--- src/rtl/wb_stage.sv ---
// wb_stage: writeback stage of the 5-stage pipeline.
// This stage takes the MEM-stage latch directly. It owns the 32-entry
// architectural register file, commits register writes, counts retired
// instructions and tracks the PC of the last retired instruction. A
// RUN/HALTED/ERROR state machine freezes all of that architectural state
// when a halt instruction retires or when a bus-canary mismatch is seen.
//
// Ports:
//   clk             - pipeline clock
//   reset           - asynchronous, active-low reset
//   from_MEM_latch  - {inst, PC, op_I, inst_count, reg_dest, result, wr_reg, bus_canary}
//   rs1_idx/rs2_idx - DE-stage read port indices
//   rs1_val/rs2_val - combinational read data, with same-cycle write bypass
//   from_WB_to_DE   - {commit_wr, reg_dest, result}
//   from_WB_to_AGEX - {commit_wr, reg_dest}
//   retired_count   - number of retired instructions (wraps)
//   last_pc         - PC of the most recently retired instruction
//   halted          - high in the HALTED state
//   canary_err      - high in the ERROR state

`ifndef WB_STAGE_DEFS
`define WB_STAGE_DEFS
`define DBITS 32
`define INSTBITS 32
`define OPBITS 8
`define CANARY_BITS 16
`define BUS_CANARY_VALUE 16'hCAFE
`define MEM_latch_WIDTH (`INSTBITS + `DBITS + `OPBITS + `DBITS + 5 + `DBITS + 1 + `CANARY_BITS)
`define from_WB_to_DE_WIDTH (1 + 5 + `DBITS)
`define from_WB_to_AGEX_WIDTH (1 + 5)
`endif

module wb_stage #(
  parameter logic [`INSTBITS-1:0]    HALT_INST    = 32'h0000_0073,
  parameter logic [`CANARY_BITS-1:0] CANARY_VALUE = `BUS_CANARY_VALUE,
  parameter int unsigned             NUM_REGS     = 32
) (
  input  logic                              clk,
  input  logic                              reset,
  input  logic [`MEM_latch_WIDTH-1:0]       from_MEM_latch,
  input  logic [4:0]                        rs1_idx,
  input  logic [4:0]                        rs2_idx,
  output logic [`DBITS-1:0]                 rs1_val,
  output logic [`DBITS-1:0]                 rs2_val,
  output logic [`from_WB_to_DE_WIDTH-1:0]   from_WB_to_DE,
  output logic [`from_WB_to_AGEX_WIDTH-1:0] from_WB_to_AGEX,
  output logic [`DBITS-1:0]                 retired_count,
  output logic [`DBITS-1:0]                 last_pc,
  output logic                              halted,
  output logic                              canary_err
);

  typedef enum logic [1:0] {RUN, HALTED, ERROR} state_e;

  // Latch fields
  logic [`INSTBITS-1:0]    inst;
  logic [`DBITS-1:0]       pc;
  logic [`OPBITS-1:0]      op_i;
  logic [`DBITS-1:0]       inst_count;
  logic [4:0]              reg_dest;
  logic [`DBITS-1:0]       result;
  logic                    wr_reg;
  logic [`CANARY_BITS-1:0] bus_canary;

  assign {inst, pc, op_i, inst_count, reg_dest, result, wr_reg, bus_canary} = from_MEM_latch;

  // inst_count travels with the latch for debug only; it is not used here.
  logic unused_inst_count;
  assign unused_inst_count = ^inst_count;

  state_e                  state_q, state_d;
  logic [`DBITS-1:0]       regs_q [NUM_REGS];
  logic [`DBITS-1:0]       retired_count_q;
  logic [`DBITS-1:0]       last_pc_q;

  logic valid, canary_ok, retire, commit_wr;

  assign valid     = (op_i != '0);
  assign canary_ok = (bus_canary == CANARY_VALUE);
  // Gating with reset keeps commit_wr (and therefore the bypass and the
  // forwarded commit fields) low while reset is held.
  assign retire    = reset && valid && (state_q == RUN) && canary_ok;
  assign commit_wr = retire && wr_reg && (reg_dest != '0);

  // Next-state logic; ERROR takes priority over HALTED.
  always_comb begin
    state_d = state_q;
    case (state_q)
      RUN: begin
        if (valid) begin
          if (!canary_ok)             state_d = ERROR;
          else if (inst == HALT_INST) state_d = HALTED;
        end
      end
      default: state_d = state_q;
    endcase
  end

  always_ff @(posedge clk or negedge reset) begin
    if (!reset) begin
      state_q         <= RUN;
      regs_q          <= '{default: '0};
      retired_count_q <= '0;
      last_pc_q       <= '0;
    end else begin
      state_q <= state_d;
      if (retire) begin
        retired_count_q <= retired_count_q + `DBITS'(1);
        last_pc_q       <= pc;
      end
      if (commit_wr) regs_q[reg_dest] <= result;
    end
  end

  // Read ports: x0 is hard zero, then same-cycle write-through, then the array.
  always_comb begin
    rs1_val = '0;
    if (rs1_idx != '0) begin
      if (commit_wr && (reg_dest == rs1_idx)) rs1_val = result;
      else                                    rs1_val = regs_q[rs1_idx];
    end
  end

  always_comb begin
    rs2_val = '0;
    if (rs2_idx != '0) begin
      if (commit_wr && (reg_dest == rs2_idx)) rs2_val = result;
      else                                    rs2_val = regs_q[rs2_idx];
    end
  end

  assign from_WB_to_DE   = {commit_wr, reg_dest, result};
  assign from_WB_to_AGEX = {commit_wr, reg_dest};
  assign retired_count   = retired_count_q;
  assign last_pc         = last_pc_q;
  assign halted          = (state_q == HALTED);
  assign canary_err      = (state_q == ERROR);

endmodule

--- config.mk ---
export PLATFORM = sky130hd
export DESIGN_NAME = wb_stage
export DESIGN_NICKNAME = d
export VERILOG_FILES = /design/src/rtl/wb_stage.sv
export SDC_FILE = /design/constraint.sdc
export NUM_CORES = 2
export LEC_CHECK = 0
export ABC_AREA = 0
export ABC_CLOCK_PERIOD_IN_PS = 2500
export CORE_MARGIN = 4
export CORE_UTILIZATION = 45
export CTS_CLUSTER_SIZE = 12
export DETAILED_ROUTE_END_ITERATION = 6
export PLACE_DENSITY = 0.65
export SYNTH_ARGS = -nofsm -noshare
export SYNTH_HDL_FRONTEND = slang
export SYNTH_SLANG_ARGS = --single-unit
--- constraint.sdc ---
create_clock -name clk -period 2.5 [get_ports clk]
set_clock_uncertainty 0.1 [all_clocks]
set_input_delay 0.25 -clock clk [delete_from_list [all_inputs] [get_ports clk]]
set_output_delay 0.25 -clock clk [all_outputs]
set_load 0.03 [all_outputs]
* Yosys cells after proc, flatten, opt, wreduce, memory -nomap -nowiden *
Index checks and enable logic that the tools add are counted.

word-level totals
  register bits after elaboration = 1090
  input bits = 170
  output and inout bits = 174

operators by class
  add/sub/neg operators = 1
  $lt $le $gt $ge = 4
  equality and inequality tests = 7
  mux-type cells = 15
  bitwise logic cells = 3
  reduce and logical (&&, ||, !) cells = 14

operator list
  kind                                                                      number
  1024-bit bitwise mux                                                      1
  32-bit binary-select mux with 5-bit select                                2
  32-bit two-way mux                                                        9
  32-bit demux with 5-bit select                                            1
  32-bit by 1-bit adder with 32-bit output (second input constant)          1
  32-bit by 7-bit == test with 1-bit output (second input constant)         1
  6-bit greater-or-equal comparator (second input constant)                 3
  5-bit inverter with 6-bit output                                          3
  16-bit == test (second input constant)                                    1
  5-bit nonzero test                                                        3
  5-bit == test                                                             2
  1-bit logical AND                                                         8
  8-bit nonzero test                                                        1
  6-bit by 1-bit < comparator with 1-bit output (second input constant)     1
  2-bit two-way mux                                                         2
  3-bit AND reduction                                                       1
  2-bit by 1-bit == test with 1-bit output (second input constant)          1
  2-bit == test (second input constant)                                     1
  2-bit logical NOT                                                         1
  2-bit by 1-bit inequality test with 1-bit output (second input constant)  1

* Longest topological paths before layout *
  depth after elaboration = 9
  gate-level depth with buffers = 9

* Least setup slack after synthesis *
No wires, ideal clock.

  path kind = register -> output
  start = reg state_q[1]
  end = out rs1_val[10]
  arrival time = 2.655 ns
  setup slack = -0.505 ns
  cell stages (with the launch flop) = 9
  path buffers = 3
  cells stage by stage = dfrtp_1 nor2_1 a21boi_2 nand3_2 buf_2 or3_1 clkbuf_1 clkbuf_1 a211oi_1

between the ends
  cells in the longest elaborated chain, start to end = 8

ends and longest elaborated chain
  element                          RTL line  text
  from (decl)                      71        state_e state_q, state_d;
  from (signal assigned)           106       state_q <= state_d;
  2-bit logical NOT                82        assign retire = reset && valid && (state_q == RUN) && canary_ok;
  1-bit logical AND (2 in series)  82
  1-bit logical AND (2 in series)  83        assign commit_wr = retire && wr_reg && (reg_dest != '0);
  1-bit logical AND                119       if (commit_wr && (reg_dest == rs1_idx)) rs1_val = result;
  32-bit two-way mux               119
  32-bit two-way mux               118       if (rs1_idx != '0) begin
  to (decl)                        43        output logic [`DBITS-1:0] rs1_val,

Every way passes these cells.

* Worst setup path after layout *
  start = reg state_q[0]
  end = out rs2_val[13]

between the ends
  cells in the longest elaborated chain, start to end = 8

ends and longest elaborated chain
  element                          RTL line  text
  2-bit logical NOT                82
  1-bit logical AND (2 in series)  82
  1-bit logical AND (2 in series)  83
  1-bit logical AND                127       if (commit_wr && (reg_dest == rs2_idx)) rs2_val = result;
  32-bit two-way mux               127
  32-bit two-way mux               126       if (rs2_idx != '0) begin
  to (decl)                        44        output logic [`DBITS-1:0] rs2_val,

Every way passes these cells.

==> impl_metrics.csv <==
group,metric,value,unit
die,fp.coreArea,127700,um^2
timing,fmax,308.9,MHz
setup_path,rrSetupSlack,-0.20,ns
synthesis,yosys_warnings,0,
setup_path,crit_top_cell,"buf_12",
die,start_util,45.34,%
route,top_layer,"met5",
pwr,cellLeakagePower,33.65,nW
pwr,power,0.03977,W
worst_hold_path,hold_end,"last_pc[7]",
synthesis,synth_ff_type,"dfrtp_1",
grt,grt_max_degree,155,
timing,holdWs,0.04078,ns
setup_path,setup.worst_path.start_class,"flop",
route,wl_met1,82.65,mm
route,vias,41070,
layout,fin_util,57.45,%
setup_path,crit_type,"reg -> out",
synthesis,synth_top_family_by_area,"multiplexers",
pwr,internal_power,0.02962,W
die,die_w,366.7,um
pwr,powerDensity,542.1,nW/um^2
setup_path,cp.required,2.15,ns
grt,grt-ovfl-total,0,
setup_path,critPathMaxStageDelay,0.46,ns
setup_path,crit_chain,"nor2_2 > a21boi_4 > nand3_4 > or3_4 > buf_12 > a211oi_4 > buf_4 > buf_12",
synthesis,ys_ff_latch,1090,
setup_path,end_kind,"output port",
synthesis,synth_edf_count,0,
setup_path,slowest_stage,"or3_4",
clock_tree,clkTransAtPathRegs,0.07,ns
timing,slew_headroom,40.81,%
pwr,power.net_switching,0.01015,W
place,routabilityCongestion,0.8612,
setup_path,r2r_cells,9,
worst_hold_path,hp-start,"from_MEM_latch[101]",
timing,post-route-period-util,129.5,%
die,row_count,131,
timing,period_needed,3.237,ns
clock_tree,clock_sinks,1090,
synthesis,synth_xor_area_share,0.6202,%
route,vias_per_cell,6.547,
pwr,seqPwrFrac,44.4,%
synthesis,synth_fa_ha_area_share,0.02161,%
synthesis,syn_area_per_cell,14.23,um^2
job,drv_cap,0,
grt,antenna_found_initial,2,
synthesis,synthArstFlopShare,100.0,%
clock_tree,cts-buffers-inserted,116,
timing,setup_viol,295,
synthesis,synth_cells,4069,
route,wl_met3,17.84,mm
timing,rsz0062_at_grt,"true",
synthesis,synth_area,57900,um^2
layout,syn_to_final_growth,26.70,%
setup_path,r2r_start,"state_q[0]",
worst_hold_path,worstHoldPathCells,2,
synthesis,synth_compound_area_share,6.336,%
setup_path,cp_top_family,"simple AND/OR/NAND/NOR gates",
setup_path,cp_data_arrival_time,2.89,ns
synthesis,ys_seq_area_share,47.11,%
pwr,ir_drop,536.9,uV
setup_path,path_buf_inv,3,
route,drt_pre_antenna_iters,5,
layout,drive_above_1_share,50.78,%
route,wl_per_cell,31.93,um
clock_tree,htree_levels,3,
setup_path,crit_path_max_fanout,5,
place,placed_cells_incl_taps,6024,
synthesis,syn_nets,4240,
timing,fin_ws,-0.7375,ns
layout,fin_nets,4686,
route,ant_nets,0,
synthesis,ys_top_cells_by_area,"dfrtp_1 47%, mux2_2 19%, mux4_2 15%",
synthesis,yosysUniqueCellTypes,54,
clock_tree,clockBufferDepth,3,
pwr,clkPwrFrac,44.1,%
timing,tightest_slew,0.8878,ns
setup_path,r2r-end,"regs_q[56]",
synthesis,synthSimpleGateAreaFrac,2.416,%
die,dieArea,134500,um^2
grt,grt_usage,29.10,%
pwr,swShare,25.52,%
timing,finalHoldViolations,0,
clock_tree,cts_root_buffer,"clkbuf_16",
synthesis,yosysTopAreaCellShare,47.11,%
route,wl_met2,91.61,mm
place,hpwlAfterDp,130.2,mm
worst_hold_path,hold_path.class,"in -> reg",
place,place_ws,-0.8680,ns
route,drtIter0Drc,4473,
route,wl,200.3,mm
place,numPortBuffers,311,
timing,report.final.slew_viol_count,0,
synthesis,synth_top_area_cell,"dfrtp_1",
die,io_pins,344,
clock_tree,clock_latency,0.72,ns
die,fp.dieH,366.7,um
status,status,"finished, violations left",
layout,layout.cells.non_filler,6273,
pwr,p_comb_share,11.5,%
grt,grt_pass1_vias,41810,
grt,grt_pass1_wl,292.0,mm
status,violations,"setup timing",
synthesis,synth_mux_area_share,39.41,%
route,drc_errors,0,
clock_tree,tritoncts,"done",
[cells in the final DEF (no fill, tap or decap), types with 9 or more instances in the layout]
master / instances
a211oi_4: 52
nor4_2: 24
nand3_1: 13
buf_12: 251
clkinv_2: 20
inv_1: 12
mux2_1: 54
clkdlybuf4s50_1: 198
nand4_1: 11
clkbuf_16: 124
nor3_4: 16
a22oi_1: 56
o21ai_0: 73
buf_4: 331
nor2_1: 30
nor4_1: 22
o211ai_1: 49
buf_8: 9
xor2_1: 28
a221oi_1: 74
mux2_2: 969
clkbuf_8: 37
mux2i_1: 240
dfrtp_1: 1090
nand2_1: 14
nor3_1: 22
buf_6: 27
mux4_2: 394
clkbuf_1: 28
nor4_4: 15
o22a_1: 58
o22ai_1: 120
xnor2_1: 13
[logic make-up (layout without fill, tap and decap cells)]
| family | after synthesis | in the layout |
|---|---|---|
| multiplexers | 1659 | 1659 |
| flip-flops | 1090 | 1090 |
| buffers and inverters | 521 | 1062 |
| AO/OA/AOI/OAI | 515 | 515 |
| AND/OR/NAND/NOR | 242 | 242 |
| XOR/XNOR | 41 | 41 |
| adder cells (fa/ha/maj) | 1 | 1 |
| other | 0 | 1 |
[final cells by class]
| type | count | area, um^2 |
|---|---|---|
| Fill cell | 9931 | 54330 |
| Multi-Input combinational cell | 2458 | 29770 |
| Sequential cell | 1090 | 27280 |
| Timing Repair Buffer | 837 | 10330 |
| Clock buffer | 181 | 3517 |
| Tap cell | 1662 | 2079 |
| Clock inverter | 32 | 336.6 |
| Inverter | 12 | 45.04 |
| Antenna cell | 1 | 2.502 |
[cells in the mapped netlist (all sizes together) (28+ instances only)]
cell / count
o22a: 58
mux4: 394
mux2: 1025
o21ai: 75
a211oi: 55
clkbuf: 280
nor3: 41
buf: 229
nor4: 61
o211ai: 49
mux2i: 240
dfrtp: 1090
nor2: 31
a221oi: 74
xor2: 28
o22ai: 120
a22oi: 57
[per-stage QoR]
step	TNS (ns)	cell area (um^2)
floorplan	-1.460	58590
global placement	-566.33	68190
detailed placement	-603.69	68190
CTS	-45.66	72750
global route	-99.05	73360
finish	-61.27	73360
[sequential cells by signal (all words and copies together), names as in the netlist]
register / flops
last_pc: 32
state_q: 2
retired_count: 32
regs_q: 1024
[metal layers]
layer  up-vias  global-route usage [%]
li1      16650                       -
met1     21970                   41.22
met2      2023                   44.91
met3       418                   5.603
met4         2                   10.65
met5         -                       0
[worst max path at each step]
stage | start | end | slack, ns | cells after the start
floorplan | state_q[0] | rs1_val[30] | -0.1 | 8
global route | state_q[0] | rs2_val[12] | -0.82 | 7
global placement | rs2_idx[2] | rs2_val[0] | -0.91 | 9
detailed placement | rs2_idx[2] | rs2_val[0] | -0.87 | 9
finish | state_q[0] | rs2_val[13] | -0.74 | 8
CTS | state_q[0] | rs2_val[13] | -0.74 | 8
[what timing repair did]
| item | 4_1_cts | 5_1_grt |
|---|---|---|
| endpoints found under the setup margin | 226 | 517 |
| cloned | 3 | 9 |
| buffers inserted | 17 | 10 |
| hold buffers | 1 | 0 |
| hold endpoints to repair | 143 | 0 |
| pin swaps | 10 | 21 |
| gates resized for setup | 96 | 69 |
[power groups by stage]
stage,registers [W],clock network (W),logic (W)
final,0.0176,0.0176,0.00457
after global routing,0.0176,0.0185,0.00478
after CTS,0.0176,0.0178,0.00455
after detailed placement,0.0180,0,0.00448
after global placement,0.0180,0,0.00449
after floorplan,0.0180,0,0.00198
Power figures use the tool's default switching activity.
